**config.mk**
```make
export PLATFORM = sky130hd
export DESIGN_NAME = exe_operand_stage
export DESIGN_NICKNAME = d
export VERILOG_FILES = /design/src/rtl/exe_operand_stage.sv
export SDC_FILE = /design/constraint.sdc
export NUM_CORES = 1
export LEC_CHECK = 0
export ABC_AREA = 1
export BUFFER_PORTS_ARGS = -buffer_cell sky130_fd_sc_hd__buf_2
export CAP_MARGIN = 20
export CORE_ASPECT_RATIO = 1.1
export CORE_UTILIZATION = 51
export DETAILED_ROUTE_END_ITERATION = 8
export PLACE_DENSITY = 0.9
export REMOVE_ABC_BUFFERS = 1
export SLEW_MARGIN = 20
export SYNTH_ARGS = -nofsm -noshare
export SYNTH_HDL_FRONTEND = slang
export SYNTH_SLANG_ARGS = --single-unit
```
**constraint.sdc**
```tcl
create_clock -name clock -period 3.6 [get_ports clock]
set_input_delay 0.18 -clock clock [delete_from_list [all_inputs] [get_ports clock]]
set_output_delay 0.18 -clock clock [all_outputs]
set_load 0.01 [all_outputs]
```
**src/rtl/exe_operand_stage.sv**
```systemverilog
// Execute-stage operand selection and pipeline register.
// Resolves forwarding for both ALU sources, builds the immediate forms for
// source B, and holds the selected operand set in a single valid/ready
// register slice that feeds the ALU.
module exe_operand_stage #(
    parameter int DW   = 32,
    parameter int IMMW = 16
) (
    input  logic            clock,
    input  logic            reset,

    input  logic            in_valid,
    output logic            in_ready,
    input  logic [DW-1:0]   rs_data,
    input  logic [DW-1:0]   rt_data,
    input  logic [DW-1:0]   fwd_mem,
    input  logic [DW-1:0]   fwd_wb,
    input  logic [1:0]      fwd_a_sel,
    input  logic [1:0]      fwd_b_sel,
    input  logic [IMMW-1:0] imm,
    input  logic [1:0]      src_b_mode,
    input  logic            flush,

    output logic            out_valid,
    input  logic            out_ready,
    output logic [DW-1:0]   src_a,
    output logic [DW-1:0]   src_b,
    output logic [DW-1:0]   write_data
);

    // Forwarding select encodings.
    localparam logic [1:0] FWD_REG = 2'b00;
    localparam logic [1:0] FWD_MEM = 2'b01;
    localparam logic [1:0] FWD_WB  = 2'b10;

    // Source-B mode encodings.
    localparam logic [1:0] B_REG  = 2'b00;
    localparam logic [1:0] B_SEXT = 2'b01;
    localparam logic [1:0] B_ZEXT = 2'b10;

    // One registered operand set.
    typedef struct packed {
        logic [DW-1:0] srcA;
        logic [DW-1:0] srcB;
        logic [DW-1:0] writeData;
    } operandSet_t;

    operandSet_t                 nextOps;
    operandSet_t                 opsQ;
    logic                        outValidQ;
    logic [DW-1:0]               fwdA;
    logic [DW-1:0]               fwdB;
    logic [DW-1:0]               immSext;
    logic [DW-1:0]               immZext;
    logic [DW-1:0]               immLui;
    logic [DW+IMMW+15:0]         luiWide;
    logic                        capture;

    // Immediate forms; the LUI form is built wide and then cut to DW so it
    // truncates or zero-pads cleanly for any DW/IMMW pairing.
    always_comb begin
        immSext = {{(DW-IMMW){imm[IMMW-1]}}, imm};
        immZext = {{(DW-IMMW){1'b0}}, imm};
        luiWide = {{DW{1'b0}}, imm, 16'b0};
        immLui  = luiWide[DW-1:0];
    end

    // Source-A forwarding; select 11 yields the shift-amount field imm[10:6].
    always_comb begin
        fwdA = rs_data;
        unique case (fwd_a_sel)
            FWD_REG: fwdA = rs_data;
            FWD_MEM: fwdA = fwd_mem;
            FWD_WB:  fwdA = fwd_wb;
            default: fwdA = {{(DW-5){1'b0}}, imm[10:6]};
        endcase
    end

    // Source-B forwarding; select 11 has no special meaning and reads the register.
    always_comb begin
        fwdB = rt_data;
        unique case (fwd_b_sel)
            FWD_MEM: fwdB = fwd_mem;
            FWD_WB:  fwdB = fwd_wb;
            default: fwdB = rt_data;
        endcase
    end

    // Next operand set; store data always carries the forwarded rt value.
    always_comb begin
        nextOps.srcA      = fwdA;
        nextOps.writeData = fwdB;
        nextOps.srcB      = fwdB;
        unique case (src_b_mode)
            B_REG:   nextOps.srcB = fwdB;
            B_SEXT:  nextOps.srcB = immSext;
            B_ZEXT:  nextOps.srcB = immZext;
            default: nextOps.srcB = immLui;
        endcase
    end

    // Accept whenever the slot is empty or being drained this cycle.
    always_comb begin
        in_ready = !outValidQ || out_ready;
        capture  = in_valid && in_ready;
    end

    // Pipeline register: reset > flush > capture > drain > hold.
    // Data only moves on capture; valid alone marks it meaningful.
    always_ff @(posedge clock) begin
        if (reset) begin
            outValidQ <= 1'b0;
            opsQ      <= '0;
        end else if (flush) begin
            outValidQ <= 1'b0;
        end else if (capture) begin
            outValidQ <= 1'b1;
            opsQ      <= nextOps;
        end else if (out_ready) begin
            outValidQ <= 1'b0;
        end
    end

    // Registered outputs only.
    always_comb begin
        out_valid  = outValidQ;
        src_a      = opsQ.srcA;
        src_b      = opsQ.srcB;
        write_data = opsQ.writeData;
    end

endmodule

```
# Word-level counts from Yosys, hierarchy flattened
# Cells that the tools add are included.
[classes]
n_eq_ne = 6
muxes = 5
bitwise = 1
reduce_logical = 8
[op_table]
columns = ["operator", "count"]
rows = [
  ["$pmux W32 S3", 2],
  ["$pmux W32 S2", 1],
  ["$eq A2 B1 Y1 const B", 3],
  ["$eq A2 B2 Y1 const B", 3],
  ["$logic_not A2 Y1", 2],
  ["$mux W1", 2],
  ["$reduce_and A2 Y1", 1],
  ["$reduce_bool A2 Y1", 1],
  ["$reduce_or A2 Y1", 1],
  ["$logic_and A1 B1 Y1", 1],
  ["$logic_not A1 Y1", 1],
  ["$logic_or A1 B1 Y1", 1],
  ["$not A1 Y1", 1],
]
[totals]
input_bits = 155
reg_bits = 97
wordCells = 24
output_inout_bits = 98

# Longest topological paths before layout
[logic_depth]
ltp_word = 4
depth_mapped = 10
ltp_nobuf = 8

# Least setup slack after synthesis
# Ideal clock, no wire load.
[synth_path]
path_kind = "input to register"
start = "input port fwd_b_sel[0]"
end = "register opsQ (netlist bit src_b[16])"
path_slack_ns = 2.295
arrival_time_ns = 1.191
n_path_buf = 1
cell_stages = 8
setup_ns = 0.115
required_ns = 3.485
path_cell_list = "inv_1 ha_1 inv_2 buf_2 nand3_1 o21ai_0 nor2_1 o21a_1"
[synth_between]
elab_chain_cells = 3
word_cells_on_any_way = 4
classes_between = "eq/ne: 2; mux: 2"
[synth_lines]
columns = ["item", "line", "rtl"]
rows = [
  ["from (decl)", "19", "input logic [1:0] fwd_b_sel,"],
  ["$eq A2 B2 Y1 or $eq A2 B1 Y1 (tied branches)", "82", "unique case (fwd_b_sel)"],
  ["$pmux W32 S2 (*)", "82", ""],
  ["$pmux W32 S3 (*)", "94", "unique case (src_b_mode)"],
  ["to (signal assigned)", "118", "opsQ <= nextOps;"],
  ["to (decl)", "49", "operandSet_t opsQ;"],
]
# Mark *: on every way between the ends. The rest lies on a longest branch, timed or not.
# A chain may end at the register's enable or synchronous reset.

# Worst setup path in the final report
[layout_path]
start = "input port fwd_b_sel[0]"
end = "register opsQ (netlist bit src_b[12])"
# Same word-level chain as after synthesis.

==> flow_results.org <==
** Place
- During placement, the flow inserted port buffers numbering 252.
- Dpl hpwl :: approximately 12 mm
- Routability-driven placement finished with a final weighted congestion of around 0.83.
- The number of placed instances, taps included, is around 1.2k.
- Prior to clock tree synthesis, the placed netlist has a worst setup slack of between 1 and 1.5 ns.

** Setup path
- Startpoint class of the critical path :: input pin
- The critical path starts at fwd_b_sel[0].
- Reg2reg setup slack :: around 1.8 ns
- The startpoint identified for the worst register-to-register timing path is out_valid$_SDFFE_PP0P_.
- For the worst setup path, the data required time is approximately 3.8 ns.
- Start-to-end type of the worst setup path :: input pin to register
- Along the worst path, the maximum fanout reaches 67.
- The worst setup path is captured at a register.
- Worst Path Arrival :: approximately 2.1 ns

** Logic synthesis
- Counting distinct cell types in the post-synthesis netlist gives 26.
- The average instance in the mapped netlist occupies 6.31 um^2.
- Largest area contributor in the netlist :: dfxtp_1
- Area share of the largest cell type after synthesis :: 0.369
- In the post-synthesis netlist, the biggest area contributors are dfxtp_1 (37%), nand2_1 (21%), a21oi_1 (8.7%).
- Number of warnings reported in the yosys synthesis log :: 0
- Sequential cell area fraction in the yosys report :: 0.369
- Post-Syn Area :: 0.00526 mm^2
- After technology mapping, the gate count stands at between 800 and 900.
- Count of state elements after synthesis :: slightly below 100

** Finish
- The library cells used most frequently in the layout, excluding fill and tap cells, are nand2_1 (298), buf_2 (252), dfxtp_1 (97).
- The repair_antennas step left the layout with diodes totalling 0.
- From synthesis to final layout, the design area changed by 25.7%.
- Layout cells sized above 1 :: 0.278
- Final standard cell utilization of the core :: 0.665
- Final instance count without filler cells :: roughly 1.2k
- Most common cell after layout, fill and taps aside :: nand2_1
- # nets final :: 1204

** STA
- The count of endpoints failing hold in the final timing report was 0.
- Of the available clock period, the critical path in the final layout requires 0.513.
- Worst slew pin tran :: approximately 1.1 ns
- Summed over all failing endpoints, the final setup total negative slack is 0 ns.
- Derived from the worst setup path, the maximum achievable clock frequency is 542 MHz.
- Setup repair after global routing left no endpoint under its margin.
- Max Slew Vio Count :: 0
- Final-report setup violation count :: 0
- The routed design could run at a clock period as short as approximately 1.8 ns.
- Worst rel slew slack :: 0.298
- Across all setup checks in the final design, the least slack found is 1.75 ns.
- Between clock sinks in the finished design, the worst skew comes to between 0.006 and 0.007 ns.

** Clocking
- The root buffer cell chosen for the clock tree is clkbuf_8.
- The number of clock buffers added by TritonCTS is 9.
- Clock latency on the worst-skew pair, taken at its later pin, is roughly 0.37 ns.
- TritonCTS built the clock tree.
- The clock passes through at most 2 buffers.
- For this design, the sink count on the clock tree is between 90 and 100.
- Clock-pin slew was measured on the worst setup and hold paths at 0.09 ns.
- Buffers added to address setup during post-CTS repair amount to 0.
- The H-tree generated during clock tree synthesis spans 3 levels.

** Drt
- Average detailed-routed wire length per instance :: around 15 um
- The routed layout has about 6.4k vias.
- Post-route ant nets :: 0
- Wires add up to 17.8 mm.
- Dividing the detail-routed via count by the number of cells gives ~5.5.
- For this run, design rule violations remaining after detail routing come to 0.
- The first detailed-routing pass took 5 iterations.
- In this run, the number of DRC markers left after iteration 0 of detailed routing was 443.

** Floorplan
- During I/O placement, the number of pins put on the boundary was about 250.
- In this run the vertical extent of the chip is about 110 um.
- X dimension of the die :: 98.9 um
- Core outline area :: between 0.009 and 0.01 mm^2
- Die Area :: ~0.011 mm^2
- Initial core utilization :: 0.530
- The floorplan has 38 rows.

** Power and ir drop
- Total power per unit cell area :: between 300 and 400 mW/mm^2
- Worst vdd rail ir drop :: 237 uV
- Power comes to about 2.4 mW.
- In this run the static leakage power is 3.28 nW.

** Global routing
- Number of global-route vias before repair :: ~5.8k
- Maximum number of pins on one net before global-route repair :: 86
- The first global-routing pass estimated 27.7 mm of wire.
- Across every metal layer, demand over resource in global routing totals 0.328.
- Sum of overflow across all layers after global routing :: 0
- The initial antenna violation count came to 0.

** Worst hold path
- In this run the worst hold path is classified as input pin to register.
- The worst hold path begins at in_valid.

** Run
- Count of maximum capacitance violations :: 0

** Run status
- Status :: finished clean
-- registers in the layout, summed over array words and instances, names as in the netlist --
signal and cells:
src_b 32, out_valid 1, src_a 32, write_data 32
-- power breakdown --
part	switching, mW	total, mW	internal (mW)
Clock	0.394	0.680	0.286
Sequential	0.0307	1.17	1.14
Combinational	0.359	0.577	0.218
-- layer usage --
layer	vias to the layer above	global-route usage	part of all wire	wire (um)
met5	-	0	0	0
met4	0	0.201	0.037	652
met3	60	0.0608	0.089	1590
met2	354	0.560	0.48	8510
met1	2856	0.381	0.40	7060
li1	3129	-	-	-
-- stage by stage --
stage                     instance area [um^2]  hold WS, ns
after floorplan                           4930        0.249
after global placement                    6420        0.373
after detailed placement                  6420        0.376
after CTS                                 6610       0.0769
after global routing                      6610        0.107
final                                     6610       0.0923
-- final cells by class --
class / instances / area (um^2)
clock buffers: 11 / 151
clock inverters: 5 / 30.0
fillers: 946 / 3320
inverters: 37 / 140
multi-input cells: 642 / 2860
flip-flops and latches: 97 / 1940
well taps: 120 / 150
repair buffers: 260 / 1340
-- logic make-up after synthesis --
group	share of synthesized area
AOI/OAI and AO/OA	0.168
adders and majority gates	0.00475
buffers and inverters	0.0889
DFF	0.369
and+or+nand+nor	0.369
-- timing repair --
| item | CTS | global route |
|---|---|---|
| hold buffers | 1 | 0 |
| resized for setup | 0 | 0 |
| endpoints found under the hold margin | 1 | 0 |
-- critical path, stage by stage --
cell and delay (ns):
buf_2 0.09, inv_1 0.04, ha_1 0.38, inv_2 0.79
nand3_1 0.23, nand3_1 0.16, nand2_1 0.07, nand2_1 0.06
a21oi_1 0.06
-- final timing paths --
kind                                                to  cells past startpoint
worst max register to register   src_b[6]$_SDFFE_PP0P_                      6
worst min register to register  src_a[11]$_SDFFE_PP0P_                      2
worst min-delay path            out_valid$_SDFFE_PP0P_                      3
worst max-delay path            src_b[12]$_SDFFE_PP0P_                      9
-- synthesized netlist by cell type --
cell type and number:
nor2_1 63, ha_1 2, nor2_4 2, o211ai_1 8
or2_0 2, a211oi_1 1, nand3_2 1, buf_4 8
dfxtp_1 97, a21oi_1 92, nand4_1 4, buf_2 28
clkbuf_2 1, nor2_2 4, o21ai_0 63, nand3b_1 1
inv_2 3, nand2_2 3, nand3_1 88, inv_1 34
o21a_1 5, o21ai_1 1, clkbuf_1 15, nand2_1 298
buf_6 6, or2_2 4
(Power assumes the default switching activity.)
